$ cat config.mk
export PLATFORM = sky130hd
export DESIGN_NAME = mmu_rsp_merge
export DESIGN_NICKNAME = d
export VERILOG_FILES = /design/src/rtl/mmu_rsp_merge_pkg.sv /design/src/rtl/mmu_rsp_queue.sv /design/src/rtl/mmu_rsp_merge.sv
export SDC_FILE = /design/constraint.sdc
export NUM_CORES = 1
export LEC_CHECK = 0
export ABC_AREA = 1
export CAP_MARGIN = 20
export CELL_PAD_IN_SITES_DETAIL_PLACEMENT = 0
export CELL_PAD_IN_SITES_GLOBAL_PLACEMENT = 1
export CORE_MARGIN = 4
export CORE_UTILIZATION = 49
export DETAILED_ROUTE_END_ITERATION = 6
export GPL_ROUTABILITY_DRIVEN = 0
export MAX_ROUTING_LAYER = met4
export PLACE_DENSITY_LB_ADDON = 0.1
export SYNTH_ARGS = -nofsm -noshare
export SYNTH_HDL_FRONTEND = slang
export SYNTH_SLANG_ARGS = --single-unit
$ cat constraint.sdc
create_clock -name clk -period 3.7 [get_ports clk]
set_input_delay 0.37 -clock clk [delete_from_list [all_inputs] [get_ports clk]]
set_output_delay 0.37 -clock clk [all_outputs]
set_load 0.005 [all_outputs]
$ cat src/rtl/mmu_rsp_merge_pkg.sv
// Shared widths, response-type encodings and entry layouts for the MMU
// response merger.
package mmu_rsp_merge_pkg;

    localparam int REQ_ID_WIDTH       = 8;
    localparam int ALL_PAGE_IDX_WIDTH = 12;
    localparam int FAIL_REASON_WIDTH  = 3;
    localparam int DROP_CNT_WIDTH     = 16;

    localparam logic RSP_TYPE_ALLOC = 1'b0;
    localparam logic RSP_TYPE_FREE  = 1'b1;

    typedef struct packed {
        logic [REQ_ID_WIDTH-1:0]       id;
        logic [ALL_PAGE_IDX_WIDTH-1:0] page_idx;
        logic                          fail;
        logic [FAIL_REASON_WIDTH-1:0]  reason;
    } alloc_entry_t;

    typedef struct packed {
        logic [REQ_ID_WIDTH-1:0]      id;
        logic                         fail;
        logic [FAIL_REASON_WIDTH-1:0] reason;
    } free_entry_t;

    typedef struct packed {
        logic                          valid;
        logic                          rtype;
        logic [REQ_ID_WIDTH-1:0]       id;
        logic [ALL_PAGE_IDX_WIDTH-1:0] page_idx;
        logic                          fail;
        logic [FAIL_REASON_WIDTH-1:0]  reason;
    } rsp_reg_t;

    function automatic logic [DROP_CNT_WIDTH-1:0] sat_inc(input logic [DROP_CNT_WIDTH-1:0] cnt);
        return (&cnt) ? cnt : cnt + DROP_CNT_WIDTH'(1);
    endfunction

endpackage

$ cat src/rtl/mmu_rsp_queue.sv
// First-word-fall-through queue: head entry is visible on dout with no read
// latency. A push to a full queue is taken only when a pop frees a slot.
module mmu_rsp_queue #(
    parameter int WIDTH = 8,
    parameter int DEPTH = 16,
    parameter int PTR   = 4
) (
    input  logic             clk,
    input  logic             rst,
    input  logic             push,
    input  logic             pop,
    input  logic [WIDTH-1:0] din,
    output logic [WIDTH-1:0] dout,
    output logic             empty,
    output logic             full,
    output logic [PTR:0]     count
);
    localparam logic [PTR:0] FULL_COUNT = (PTR+1)'(DEPTH);

    logic [WIDTH-1:0] mem_q [DEPTH];
    logic [PTR-1:0]   wr_ptr_q, wr_ptr_d;
    logic [PTR-1:0]   rd_ptr_q, rd_ptr_d;
    logic [PTR:0]     count_q, count_d;
    logic             wr_en, rd_en;

    always_comb begin
        // NOTE: every signal written here gets a default first, so no path can infer a latch.
        wr_en    = push && (!full || pop);
        rd_en    = pop && !empty;
        wr_ptr_d = wr_ptr_q;
        rd_ptr_d = rd_ptr_q;
        count_d  = count_q;
        if (wr_en) wr_ptr_d = wr_ptr_q + PTR'(1);
        if (rd_en) rd_ptr_d = rd_ptr_q + PTR'(1);
        case ({wr_en, rd_en})
            2'b10:   count_d = count_q + (PTR+1)'(1);
            2'b01:   count_d = count_q - (PTR+1)'(1);
            default: count_d = count_q;
        endcase
    end

    always_ff @(posedge clk or posedge rst) begin
        // NOTE: state flops use non-blocking assignments so all of them update from pre-edge values.
        if (rst) begin
            wr_ptr_q <= '0;
            rd_ptr_q <= '0;
            count_q  <= '0;
        end else begin
            wr_ptr_q <= wr_ptr_d;
            rd_ptr_q <= rd_ptr_d;
            count_q  <= count_d;
        end
    end

    // NOTE: storage is deliberately not reset; count/pointers guarantee stale words are never presented.
    always_ff @(posedge clk) begin
        if (wr_en) mem_q[wr_ptr_q] <= din;
    end

    assign dout  = mem_q[rd_ptr_q];
    assign empty = (count_q == '0);
    assign full  = (count_q == FULL_COUNT);
    assign count = count_q;

endmodule

$ cat src/rtl/mmu_rsp_merge.sv
// Buffers the MMU's alloc/free response pushes and merges them round-robin
// into one registered valid/ready stream, reporting pressure and drops.
module mmu_rsp_merge
    import mmu_rsp_merge_pkg::*;
#(
    parameter int RSP_QUEUE_DEPTH = 16,
    parameter int RSP_QUEUE_PTR   = 4
) (
    input  logic                          clk,
    input  logic                          rst,
    input  logic                          alloc_rsp_write_en,
    input  logic [REQ_ID_WIDTH-1:0]       alloc_rsp_id,
    input  logic [ALL_PAGE_IDX_WIDTH-1:0] alloc_rsp_page_idx,
    input  logic                          alloc_rsp_fail,
    input  logic [FAIL_REASON_WIDTH-1:0]  alloc_rsp_fail_reason,
    input  logic                          free_rsp_write_en,
    input  logic [REQ_ID_WIDTH-1:0]       free_rsp_id,
    input  logic                          free_rsp_fail,
    input  logic [FAIL_REASON_WIDTH-1:0]  free_rsp_fail_reason,
    output logic                          rsp_valid,
    input  logic                          rsp_ready,
    output logic                          rsp_type,
    output logic [REQ_ID_WIDTH-1:0]       rsp_id,
    output logic [ALL_PAGE_IDX_WIDTH-1:0] rsp_page_idx,
    output logic                          rsp_fail,
    output logic [FAIL_REASON_WIDTH-1:0]  rsp_fail_reason,
    output logic                          alloc_q_afull,
    output logic                          free_q_afull,
    output logic [DROP_CNT_WIDTH-1:0]     alloc_drop_cnt,
    output logic [DROP_CNT_WIDTH-1:0]     free_drop_cnt
);
    localparam logic [RSP_QUEUE_PTR:0] AFULL_LEVEL = (RSP_QUEUE_PTR+1)'(RSP_QUEUE_DEPTH - 2);

    alloc_entry_t               alloc_din, alloc_dout;
    free_entry_t                free_din, free_dout;
    logic                       alloc_pop, alloc_empty, alloc_full;
    logic                       free_pop, free_empty, free_full;
    logic [RSP_QUEUE_PTR:0]     alloc_count, free_count;
    rsp_reg_t                   rsp_q, rsp_d;
    logic                       last_grant_q, last_grant_d;
    logic [DROP_CNT_WIDTH-1:0]  alloc_drop_cnt_q, alloc_drop_cnt_d;
    logic [DROP_CNT_WIDTH-1:0]  free_drop_cnt_q, free_drop_cnt_d;
    logic                       rsp_load, grant_alloc, grant_free;

    assign alloc_din = '{id: alloc_rsp_id, page_idx: alloc_rsp_page_idx,
                         fail: alloc_rsp_fail, reason: alloc_rsp_fail_reason};
    assign free_din  = '{id: free_rsp_id, fail: free_rsp_fail, reason: free_rsp_fail_reason};

    mmu_rsp_queue #(
        .WIDTH($bits(alloc_entry_t)), .DEPTH(RSP_QUEUE_DEPTH), .PTR(RSP_QUEUE_PTR)
    ) u_alloc_q (
        .clk(clk), .rst(rst), .push(alloc_rsp_write_en), .pop(alloc_pop),
        .din(alloc_din), .dout(alloc_dout), .empty(alloc_empty), .full(alloc_full),
        .count(alloc_count)
    );

    mmu_rsp_queue #(
        .WIDTH($bits(free_entry_t)), .DEPTH(RSP_QUEUE_DEPTH), .PTR(RSP_QUEUE_PTR)
    ) u_free_q (
        .clk(clk), .rst(rst), .push(free_rsp_write_en), .pop(free_pop),
        .din(free_din), .dout(free_dout), .empty(free_empty), .full(free_full),
        .count(free_count)
    );

    // Output register reloads when empty or being accepted; a tie goes to the side not granted last.
    always_comb begin
        rsp_load    = !rsp_q.valid || rsp_ready;
        grant_alloc = rsp_load && !alloc_empty && (free_empty || last_grant_q == RSP_TYPE_FREE);
        grant_free  = rsp_load && !free_empty && !grant_alloc;
    end

    assign alloc_pop = grant_alloc;
    assign free_pop  = grant_free;

    always_comb begin
        rsp_d            = rsp_q;
        last_grant_d     = last_grant_q;
        alloc_drop_cnt_d = alloc_drop_cnt_q;
        free_drop_cnt_d  = free_drop_cnt_q;

        if (grant_alloc) begin
            rsp_d = '{valid: 1'b1, rtype: RSP_TYPE_ALLOC, id: alloc_dout.id,
                      page_idx: alloc_dout.page_idx, fail: alloc_dout.fail,
                      reason: alloc_dout.reason};
            last_grant_d = RSP_TYPE_ALLOC;
        end else if (grant_free) begin
            rsp_d = '{valid: 1'b1, rtype: RSP_TYPE_FREE, id: free_dout.id,
                      page_idx: '0, fail: free_dout.fail, reason: free_dout.reason};
            last_grant_d = RSP_TYPE_FREE;
        end else if (rsp_load) begin
            rsp_d.valid = 1'b0;
        end

        if (alloc_rsp_write_en && alloc_full && !alloc_pop) alloc_drop_cnt_d = sat_inc(alloc_drop_cnt_q);
        if (free_rsp_write_en && free_full && !free_pop)    free_drop_cnt_d  = sat_inc(free_drop_cnt_q);
    end

    always_ff @(posedge clk or posedge rst) begin
        if (rst) begin
            rsp_q            <= '0;
            last_grant_q     <= RSP_TYPE_FREE;
            alloc_drop_cnt_q <= '0;
            free_drop_cnt_q  <= '0;
        end else begin
            rsp_q            <= rsp_d;
            last_grant_q     <= last_grant_d;
            alloc_drop_cnt_q <= alloc_drop_cnt_d;
            free_drop_cnt_q  <= free_drop_cnt_d;
        end
    end

    assign rsp_valid       = rsp_q.valid;
    assign rsp_type        = rsp_q.rtype;
    assign rsp_id          = rsp_q.id;
    assign rsp_page_idx    = rsp_q.page_idx;
    assign rsp_fail        = rsp_q.fail;
    assign rsp_fail_reason = rsp_q.reason;
    assign alloc_q_afull   = (alloc_count >= AFULL_LEVEL);
    assign free_q_afull    = (free_count >= AFULL_LEVEL);
    assign alloc_drop_cnt  = alloc_drop_cnt_q;
    assign free_drop_cnt   = free_drop_cnt_q;

endmodule

==> flow_metrics.env, run 1 <==
export IMPL_avgSynthCellArea_sq_um=10.5
export IMPL_synthArstFlopShare_pct=12.9
export IMPL_numCtsBuffers=72
export IMPL_crit_fanout=13
export IMPL_yosys_area_top_type_share_pct=60.3
export IMPL_fin_cells=3662
export IMPL_yosysTopAreaCell="edfxtp_1"
export IMPL_fmax_mhz=376
export IMPL_dp_cells=3531
export IMPL_setup_viol=0
export IMPL_cts_setup_buffers=0
export IMPL_max_slew_worst_pin_slew_ns=1.01
export IMPL_worstSetupStartpointType="register"
export IMPL_ys_seq_elements=661
export IMPL_vias=19005
export IMPL_syn_inst=2737
export IMPL_nets=2902
export IMPL_clock_sinks=661
export IMPL_power_total_mw=24.9
export IMPL_cts_max_path_buffers=3
export IMPL_antenna_found_initial=2
export IMPL_grt_max_degree=199
export IMPL_ctsHoldBuffers=0
export IMPL_clkLatencyLatePin_ns=0.60
export IMPL_io_pins=101
export IMPL_period_minus_slack_ns=2.66
export IMPL_hpwl_um=40500
export IMPL_cts_tree="done"
export IMPL_synth_edf_count=576
export IMPL_port_buffers=100
export IMPL_die_width_um=250
export IMPL_die_y_um=250
export IMPL_routedWlPerCell_um=18.9
export IMPL_crit_path_end_kind="register"
export IMPL_vias_per_cell=5.19
export IMPL_finalHoldViolCount=0
export IMPL_final_area_sq_mm=0.0330
export IMPL_drive_above_1_share_pct=8.36
export IMPL_drt_iter0_drc=1382
export IMPL_ys_warn_count=0
export IMPL_setup_tns_ns=0
export IMPL_seq_area_frac_synth_pct=67.7
export IMPL_fp_dieArea_sq_mm=0.0625
export IMPL_initial_core_util_pct=49.6
export IMPL_num_rows=88
export IMPL_synthFlopType="edfxtp_1"
export IMPL_core_sq_mm=0.0578
export IMPL_syn_num_nets=2799
export IMPL_drv_cap=0
export IMPL_synth_area_sq_mm=0.0287
export IMPL_status="finished clean"
export IMPL_ys_types=43
export IMPL_area_delta_synth_final_pct=15.0
export IMPL_h_tree_depth=3
export IMPL_critPathKind="reg2reg"
export IMPL_drcViolationCount=0
export IMPL_grt_pass1_vias=18457
export IMPL_finalCritPeriodShare_pct=71.9
export IMPL_clk_pin_slew_ns=0.06
export IMPL_rsz0062_at_grt="no"
export IMPL_synthTopCellsByArea="edfxtp_1 60%, nand2_1 12%, nand3_1 7.6%, dfrtp_1 7.3%, inv_1 3.8%"
export IMPL_place_area_sq_mm=0.0306
export IMPL_first_pass_iters=5
export IMPL_drv_slew=0
export IMPL_p_per_area_mw_per_mm2=754
export IMPL_fin_ws_ns=1.04
export IMPL_ir_worst_vdd_v=0.000782
export IMPL_grt_pass1_wl_um=107000
export IMPL_grt_overflow=0
export IMPL_antenna_left=0
export IMPL_p_leak_nw=13.4
export IMPL_slew_headroom_pct=32.7
export IMPL_wirelength_um=69300
export IMPL_final_common_cell="nand2_1"
export IMPL_grtUsageTotal_pct=22.6
export IMPL_cts_root_buf="clkbuf_16"
export IMPL_final_cell_mix="953 x nand2_1, 576 x edfxtp_1, 437 x nand3_1"
export IMPL_hold_ws_ns=0.324
export IMPL_clock_skew_ns=0.0192
export IMPL_final_core_utilization_pct=57.1
export IMPL_cts_resized=0
export IMPL_hold_path_class="in2async"
export IMPL_critPathRequiredTime_ns=4.17
export IMPL_preCtsSetupSlack_ns=0.727
export IMPL_crit_arrival_ns=3.13
kinds of logic (layout without fill, tap and decap cells):
| family | Yosys count | in the layout | share of synthesized area, % |
|---|---|---|---|
| xor+xnor | 43 | 43 | 1.31 |
| compound gates | 59 | 59 | 1.28 |
| buf+inv | 428 | 586 | 6.16 |
| fa+ha+maj | 21 | 21 | 0.942 |
| other cells | 0 | 2 | 0 |
| flops | 661 | 661 | 67.7 |
| simple gates | 1525 | 1525 | 22.6 |
final timing paths:
check	from	end	slack [ns]	depth (start not counted)
max in group asynchronous	rst	free_drop_cnt[15]	2.51	3
hold reg to reg	rsp_page_idx[7]	rsp_page_idx[7]	0.48	2
setup / recovery	u_free_q.count[0]	u_alloc_q.count[4]	1.04	15
setup reg to reg	u_free_q.count[0]	u_alloc_q.count[4]	1.04	15
hold / removal	rst	rsp_valid	0.32	2
min in group clk	rsp_ready	rsp_valid	0.44	4
Yosys cell counts (all sizes together), types with 2 or more instances:
library cell	count
dfrtp	84
clkbuf	48
nand3	441
nor3	26
nand2	959
ha	20
xnor2	18
buf	85
o21ai	36
nor3b	2
xor2	25
nand3b	4
a21oi	6
inv	295
nand4	4
o211ai	13
or2	21
edfxtp	576
nor2	67
per-layer routing:
| metal | wire (um) | up-vias | GRT usage (%) |
|---|---|---|---|
| met5 | 0 | - | - |
| met3 | 3400 | 125 | 3.62 |
| met1 | 30000 | 9151 | 29.5 |
| met2 | 34100 | 474 | 37.4 |
| met4 | 1790 | 0 | 6.23 |
| li1 | - | 9255 | - |
state kept, by name, summed over array words and instances (netlist names), 5 cells and up:
name / flops
rsp_page_idx: 12
u_alloc_q.count: 5
rsp_id: 8
u_alloc_q.mem_q: 384
alloc_drop_cnt: 16
u_free_q.mem_q: 192
free_drop_cnt: 16
u_free_q.count: 5
cell type report:
cell class / count / area, sq um
Timing Repair Buffer: 162 / 1540
Clock buffer: 100 / 2030
Tap cell: 765 / 957
Multi-Input combinational cell: 1648 / 7570
Fill cell: 4932 / 24800
Antenna cell: 2 / 5.00
Sequential cell: 661 / 19400
Inverter: 295 / 1120
Clock inverter: 29 / 337
critical path: stages (launching register included):
cell and delay (ns):
dfrtp_1 0.44, nor2_2 0.16, nand3_2 0.11, nand2_2 0.12, nand2_4 0.10, inv_2 0.27
ha_1 0.33, inv_1 0.08, fa_1 0.36, inv_1 0.09, nand2_1 0.07, nand2_1 0.07
a21oi_1 0.07, xor2_1 0.14, nand2_1 0.06, o21ai_0 0.07
power by group:
part | leakage, nW | internal (mW) | switching [mW] | total [mW]
clock | 1.16 | 4.32 | 2.84 | 7.16
combinational | 5.95 | 2.59 | 5.57 | 8.16
sequential | 6.27 | 9.04 | 0.515 | 9.56
total | 13.4 | 16.0 | 8.92 | 24.9
Note: power is estimated with default switching activity, not from simulation.
==> run 2: changes to the inputs <==
--- a/config.mk
+++ b/config.mk
@@ -10,7 +10,7 @@
 export CELL_PAD_IN_SITES_DETAIL_PLACEMENT = 0
 export CELL_PAD_IN_SITES_GLOBAL_PLACEMENT = 1
 export CORE_MARGIN = 4
-export CORE_UTILIZATION = 49
+export CORE_UTILIZATION = 44
 export DETAILED_ROUTE_END_ITERATION = 6
 export GPL_ROUTABILITY_DRIVEN = 0
 export MAX_ROUTING_LAYER = met4
==> constraint.sdc (replaced) <==
create_clock -name clk -period 2.4 [get_ports clk]
set_input_delay 0.24 -clock clk [delete_from_list [all_inputs] [get_ports clk]]
set_output_delay 0.24 -clock clk [all_outputs]
set_load 0.005 [all_outputs]
==> run 2 against run 1 <==
Net effect:
- routed wire length rose by 4.6%
- global-route usage down 1.3 points
- count of clock-buffer cells in the layout increased by 7
- clock skew rose by 0.0031 ns
- critical path depth grew 1
- via count is 1.1% higher
- die area rose by 11%
- sequential share of layout area down 2.0 points
- first-iteration DRC count is 1.4% lower
- largest power group unchanged
==> flow_metrics.env, run 2 (synthesis gave the netlist of run 1 again) <==
export IMPL_status="finished clean"
export IMPL_clock_skew_ns=0.0222
export IMPL_hpwl_um=45700
export IMPL_preCtsSetupSlack_ns=-0.207
export IMPL_die_width_um=263
export IMPL_first_pass_iters=5
export IMPL_clk_pin_slew_ns=0.05
export IMPL_hold_ws_ns=0.0881
export IMPL_final_area_sq_mm=0.0342
export IMPL_setup_viol=0
export IMPL_period_minus_slack_ns=2.28
export IMPL_p_leak_nw=13.8
export IMPL_place_area_sq_mm=0.0316
export IMPL_clkLatencyLatePin_ns=0.60
export IMPL_timing_rr_end="u_alloc_q.count[4]"
export IMPL_io_pins=101
export IMPL_crit_chain="nor2_2 -> nand3_2 -> nand2_4 -> nand2_8 -> buf_6 -> inv_4 -> ha_4 -> inv_1 -> fa_2 -> inv_2 -> nand2_1 -> nand2_1 -> a21oi_2 -> xor2_1 -> nand2_1 -> o21ai_1"
export IMPL_wirelength_um=72500
export IMPL_final_cell_mix="948 x nand2_1, 576 x edfxtp_1, 436 x nand3_1"
export IMPL_grt_pass1_vias=18759
export IMPL_antenna_found_initial=0
export IMPL_antenna_left=0
export IMPL_r2r_start="u_free_q.count[3]"
export IMPL_critPathRequiredTime_ns=2.87
export IMPL_drcViolationCount=0
export IMPL_die_y_um=263
export IMPL_core_sq_mm=0.0645
export IMPL_dp_cells=3668
export IMPL_fmax_mhz=438
export IMPL_cts_root_buf="clkbuf_16"
export IMPL_crit_path_top_delay_cell="dfrtp_1"
export IMPL_ir_worst_vdd_v=0.000644
export IMPL_port_buffers=100
export IMPL_grt_pass1_wl_um=112000
export IMPL_path_delay_family="simple AND/OR/NAND/NOR gates"
export IMPL_cts_tree="done"
export IMPL_top_register="u_alloc_q.mem_q"
export IMPL_area_delta_synth_final_pct=19.1
export IMPL_p_per_area_mw_per_mm2=1160
export IMPL_grtUsageTotal_pct=21.3
export IMPL_drv_cap=0
export IMPL_fin_ws_ns=0.118
export IMPL_antennaDiodeCount=0
export IMPL_hold_path_class="in2async"
export IMPL_power_total_mw=39.7
export IMPL_cts_max_path_buffers=3
export IMPL_rrSetupSlack_ns=0.12
export IMPL_num_rows=93
export IMPL_crit_path_end_kind="register"
export IMPL_grt_max_degree=73
export IMPL_finalCritPeriodShare_pct=95.1
export IMPL_grt_overflow=0
export IMPL_worstSetupStartpointType="register"
export IMPL_h_tree_depth=3
export IMPL_drt_iter0_drc=1362
export IMPL_cp_common_cell="nand2_1"
export IMPL_max_slew_worst_pin_slew_ns=0.808
export IMPL_largest_reg_flops=384
export IMPL_fp_dieArea_sq_mm=0.0693
export IMPL_vias_per_cell=5.05
export IMPL_fin_cells=3806
export IMPL_fillers=5684
export IMPL_crit_fanout=4
export IMPL_crit_cells=16
export IMPL_top_regs="u_alloc_q.mem_q (384), u_free_q.mem_q (192)"
export IMPL_routedWlPerCell_um=19.1
export IMPL_final_common_cell="nand2_1"
export IMPL_finalHoldViolCount=0
export IMPL_clock_sinks=661
export IMPL_path_buf_inv=4
export IMPL_vias=19206
export IMPL_nets=2956
export IMPL_slew_headroom_pct=45.9
export IMPL_numCtsBuffers=73
export IMPL_critPathKind="reg2reg"
export IMPL_initial_core_util_pct=44.5
export IMPL_drive_above_1_share_pct=10.4
export IMPL_drv_slew=0
export IMPL_critical_path_max_stage_delay_ns=0.41
export IMPL_crit_arrival_ns=2.75
export IMPL_r2r_cells=16
export IMPL_ctsHoldBuffers=0
==> run 2: worst max path at each step <==
stage / slack, ns / start / to
global placement: -0.13 / rsp_ready / u_alloc_q.count[4]
detailed placement: -0.21 / rsp_ready / u_alloc_q.count[4]
global route: -0.03 / u_free_q.count[3] / u_alloc_q.count[4]
CTS: 0.05 / u_free_q.count[3] / u_alloc_q.count[4]
floorplan: -0.13 / u_free_q.count[0] / u_alloc_q.mem_q[10][0]
finish: 0.12 / u_free_q.count[3] / u_alloc_q.count[4]
==> run 2: where the power goes <==
group,internal (mW),leakage (nW),switching (mW)
Sequential,13.9,6.27,0.811
Combinational,4.75,6.42,9.24
Clock,6.60,1.15,4.37
Total,25.3,13.8,14.4
==> run 2: routing by layer <==
metal | vias to the layer above | part of all wire [%] | global-route usage, %
met5 | - | 0 | -
met4 | 0 | 2.1 | 5.81
met3 | 102 | 4.6 | 2.96
met2 | 414 | 49 | 35.0
met1 | 9311 | 44 | 28.2
li1 | 9379 | - | -
==> run 2: cell type report <==
type                       instances  area, sq um  area share, %
sequential                       661        19400           56.9
multi-input combinational       1648         7790           22.8
timing repair buffer             215         2390           6.99
clock buffer                     107         2100           6.15
inverter                         295         1120           3.28
tap                              855         1070           3.13
clock inverter                    25          250          0.732
==> run 2: worst register-to-register path: cells and delay by family, from the launching register on <==
| family | cells | cell delay, ns |
|---|---|---|
| compound gates | 2 | 0.12 |
| xor+xnor | 1 | 0.15 |
| fa+ha+maj | 2 | 0.48 |
| buf+inv | 4 | 0.29 |
| flops | 1 | 0.41 |
| simple gates | 7 | 0.73 |
==> run 2: what timing repair did <==
action	CTS	global route
gates resized for setup	0	29
hold endpoints to repair	0	0
setup endpoints to repair	0	3
buffers inserted	0	6
==> run 2: per-stage QoR <==
step / setup TNS (ns) / util, %
5_1_grt: -0.0584 / 53.0
3_5_place_dp: -0.583 / 49.1
4_1_cts: 0 / 52.7
3_3_place_gp: -0.292 / 49.1
6_report: 0 / 53.0
2_1_floorplan: -28.08 / -
==> run 3: changes to the inputs <==
--- a/config.mk
+++ b/config.mk
@@ -10,7 +10,7 @@
 export CELL_PAD_IN_SITES_DETAIL_PLACEMENT = 0
 export CELL_PAD_IN_SITES_GLOBAL_PLACEMENT = 1
 export CORE_MARGIN = 4
-export CORE_UTILIZATION = 44
+export CORE_UTILIZATION = 25
 export DETAILED_ROUTE_END_ITERATION = 6
 export GPL_ROUTABILITY_DRIVEN = 0
 export MAX_ROUTING_LAYER = met4
==> run 3 against run 2 <==
Net effect:
- maximum frequency hardly changed
- global-route usage fell by 6.4 points
- register-to-register slack barely moved
- die area rose by 73%
- non-clock buffer count is 18 higher
- critical path depth is the same
- utilization down 22 points
- largest cell class unchanged
- largest power group is now combinational cells
==> flow_metrics.env, run 3 (synthesis gave the netlist of run 1 again) <==
export IMPL_status="finished clean"
export IMPL_antenna_left=0
export IMPL_cts_tree="done"
export IMPL_die_width_um=347
export IMPL_drive_above_1_share_pct=11.5
export IMPL_fmax_mhz=439
export IMPL_grt_pass1_wl_um=131000
export IMPL_finalCritPeriodShare_pct=95.0
export IMPL_drcViolationCount=0
export IMPL_hold_path_class="in2reg"
export IMPL_vias_per_cell=4.30
export IMPL_final_area_sq_mm=0.0356
export IMPL_grt_overflow=0
export IMPL_port_buffers=100
export IMPL_drt_iter0_drc=1091
export IMPL_crit_arrival_ns=2.81
export IMPL_cts_max_path_buffers=3
export IMPL_cts_root_buf="clkbuf_16"
export IMPL_final_cell_mix="946 x nand2_1, 576 x edfxtp_1, 436 x nand3_1"
export IMPL_first_pass_iters=5
export IMPL_fillers=11639
export IMPL_power_total_mw=42.1
export IMPL_period_minus_slack_ns=2.28
export IMPL_wirelength_um=88500
export IMPL_final_common_cell="nand2_1"
export IMPL_crit_path_top_delay_cell="dfrtp_1"
export IMPL_routedWlPerCell_um=19.7
export IMPL_initial_core_util_pct=25.3
export IMPL_clkLatencyLatePin_ns=0.66
export IMPL_io_pins=101
export IMPL_grt_max_degree=109
export IMPL_crit_path_end_kind="register"
export IMPL_nets=2982
export IMPL_top_register="u_alloc_q.mem_q"
export IMPL_vias=19302
export IMPL_path_delay_family="simple AND/OR/NAND/NOR gates"
export IMPL_place_area_sq_mm=0.0327
export IMPL_critical_path_max_stage_delay_ns=0.41
export IMPL_clock_skew_ns=0.0403
export IMPL_grt_pass1_vias=19631
export IMPL_clk_pin_slew_ns=0.06
export IMPL_area_delta_synth_final_pct=24.1
export IMPL_critPathRequiredTime_ns=2.93
export IMPL_rsz0062_at_grt="yes"
export IMPL_p_leak_nw=14.2
export IMPL_die_y_um=347
export IMPL_max_slew_worst_pin_slew_ns=0.859
export IMPL_numCtsBuffers=81
export IMPL_core_sq_mm=0.113
export IMPL_crit_chain="nor2_2 -> nand3_2 -> nand2_4 -> nand2_8 -> buf_6 -> inv_4 -> ha_4 -> inv_2 -> fa_2 -> inv_2 -> nand2_2 -> nand2_2 -> a21oi_2 -> xor2_1 -> nand2_1 -> o21ai_1"
export IMPL_slew_headroom_pct=42.5
export IMPL_crit_fanout=5
export IMPL_clock_sinks=661
export IMPL_fin_ws_ns=0.120
export IMPL_dp_cells=4333
export IMPL_num_rows=123
export IMPL_h_tree_depth=3
export IMPL_path_buf_inv=4
export IMPL_setup_viol=0
export IMPL_critPathKind="reg2reg"
export IMPL_largest_reg_flops=384
export IMPL_ir_worst_vdd_v=0.000525
export IMPL_antenna_found_initial=4
export IMPL_top_regs="u_alloc_q.mem_q (384), u_free_q.mem_q (192)"
export IMPL_hpwl_um=55000
export IMPL_worstSetupStartpointType="register"
export IMPL_fin_cells=4487
export IMPL_drv_cap=0
export IMPL_p_per_area_mw_per_mm2=1180
export IMPL_drv_slew=0
export IMPL_finalHoldViolCount=0
export IMPL_grtUsageTotal_pct=14.9
export IMPL_preCtsSetupSlack_ns=-0.295
export IMPL_fp_dieArea_sq_mm=0.120
==> run 3: area by class of cell <==
class	count	area, sq um	area share, %
Sequential cell	661	19400	54.6
Multi-Input combinational cell	1648	7780	21.9
Timing Repair Buffer	233	2680	7.51
Clock buffer	101	2120	5.96
Tap cell	1500	1880	5.27
Inverter	295	1120	3.15
Clock inverter	47	579	1.63
Antenna cell	2	5.00	0.0141
==> run 3: timing repair <==
item	CTS	global route
pin swaps	0	15
cloned	0	0
hold endpoints to repair	7	0
setup endpoints to repair	1	4
resized for setup	1	29
hold buffers	1	0
buffers inserted	0	3
==> run 3: through the flow <==
step / hold WS (ns) / TNS [ns] / utilization [%]
6_report: 0.297 / 0 / 31.4
5_1_grt: 0.293 / -0.0661 / 31.4
4_1_cts: 0.267 / 0 / 31.3
3_5_place_dp: 0.466 / -6.70 / 28.9
3_3_place_gp: 0.477 / -8.43 / 28.9
2_1_floorplan: 0.339 / -28.08 / -
==> run 3: power by group <==
| part | internal [mW] | switching, mW | total, mW | leakage, nW |
|---|---|---|---|---|
| sequential | 13.9 | 0.838 | 14.8 | 6.27 |
| clock | 7.41 | 5.02 | 12.4 | 1.31 |
| combinational | 4.97 | 9.97 | 14.9 | 6.57 |
==> run 3: final timing paths <==
| kind | start | endpoint | slack [ns] | cells past startpoint |
|---|---|---|---|---|
| setup reg to reg | u_free_q.count[2] | u_alloc_q.count[4] | 0.12 | 16 |
| min in group asynchronous | rst | free_drop_cnt[10] | 0.51 | 3 |
| max in group asynchronous | rst | u_alloc_q.rd_ptr_q[0] | 1.34 | 4 |
| hold reg to reg | rsp_page_idx[0] | rsp_page_idx[0] | 0.49 | 2 |
| hold / removal | rsp_ready | rsp_valid | 0.30 | 4 |
| setup / recovery | u_free_q.count[2] | u_alloc_q.count[4] | 0.12 | 16 |
==> run 3: metal layers <==
layer,global-route usage (%),up-vias,part of all wire (%)
met2,24.6,309,48
met5,-,-,0
met3,2.31,136,3.4
met1,19.1,9430,46
met4,4.31,0,2.6
li1,-,9427,-
==> run 3: worst reg2reg max path, cell delays in order (launching register included) <==
cell,delay (ns)
dfrtp_1,0.41
nor2_2,0.15
nand3_2,0.13
nand2_4,0.12
nand2_8,0.08
buf_6,0.13
inv_4,0.05
ha_4,0.15
inv_2,0.05
fa_2,0.38
inv_2,0.07
nand2_2,0.06
nand2_2,0.07
a21oi_2,0.05
xor2_1,0.13
nand2_1,0.06
o21ai_1,0.06
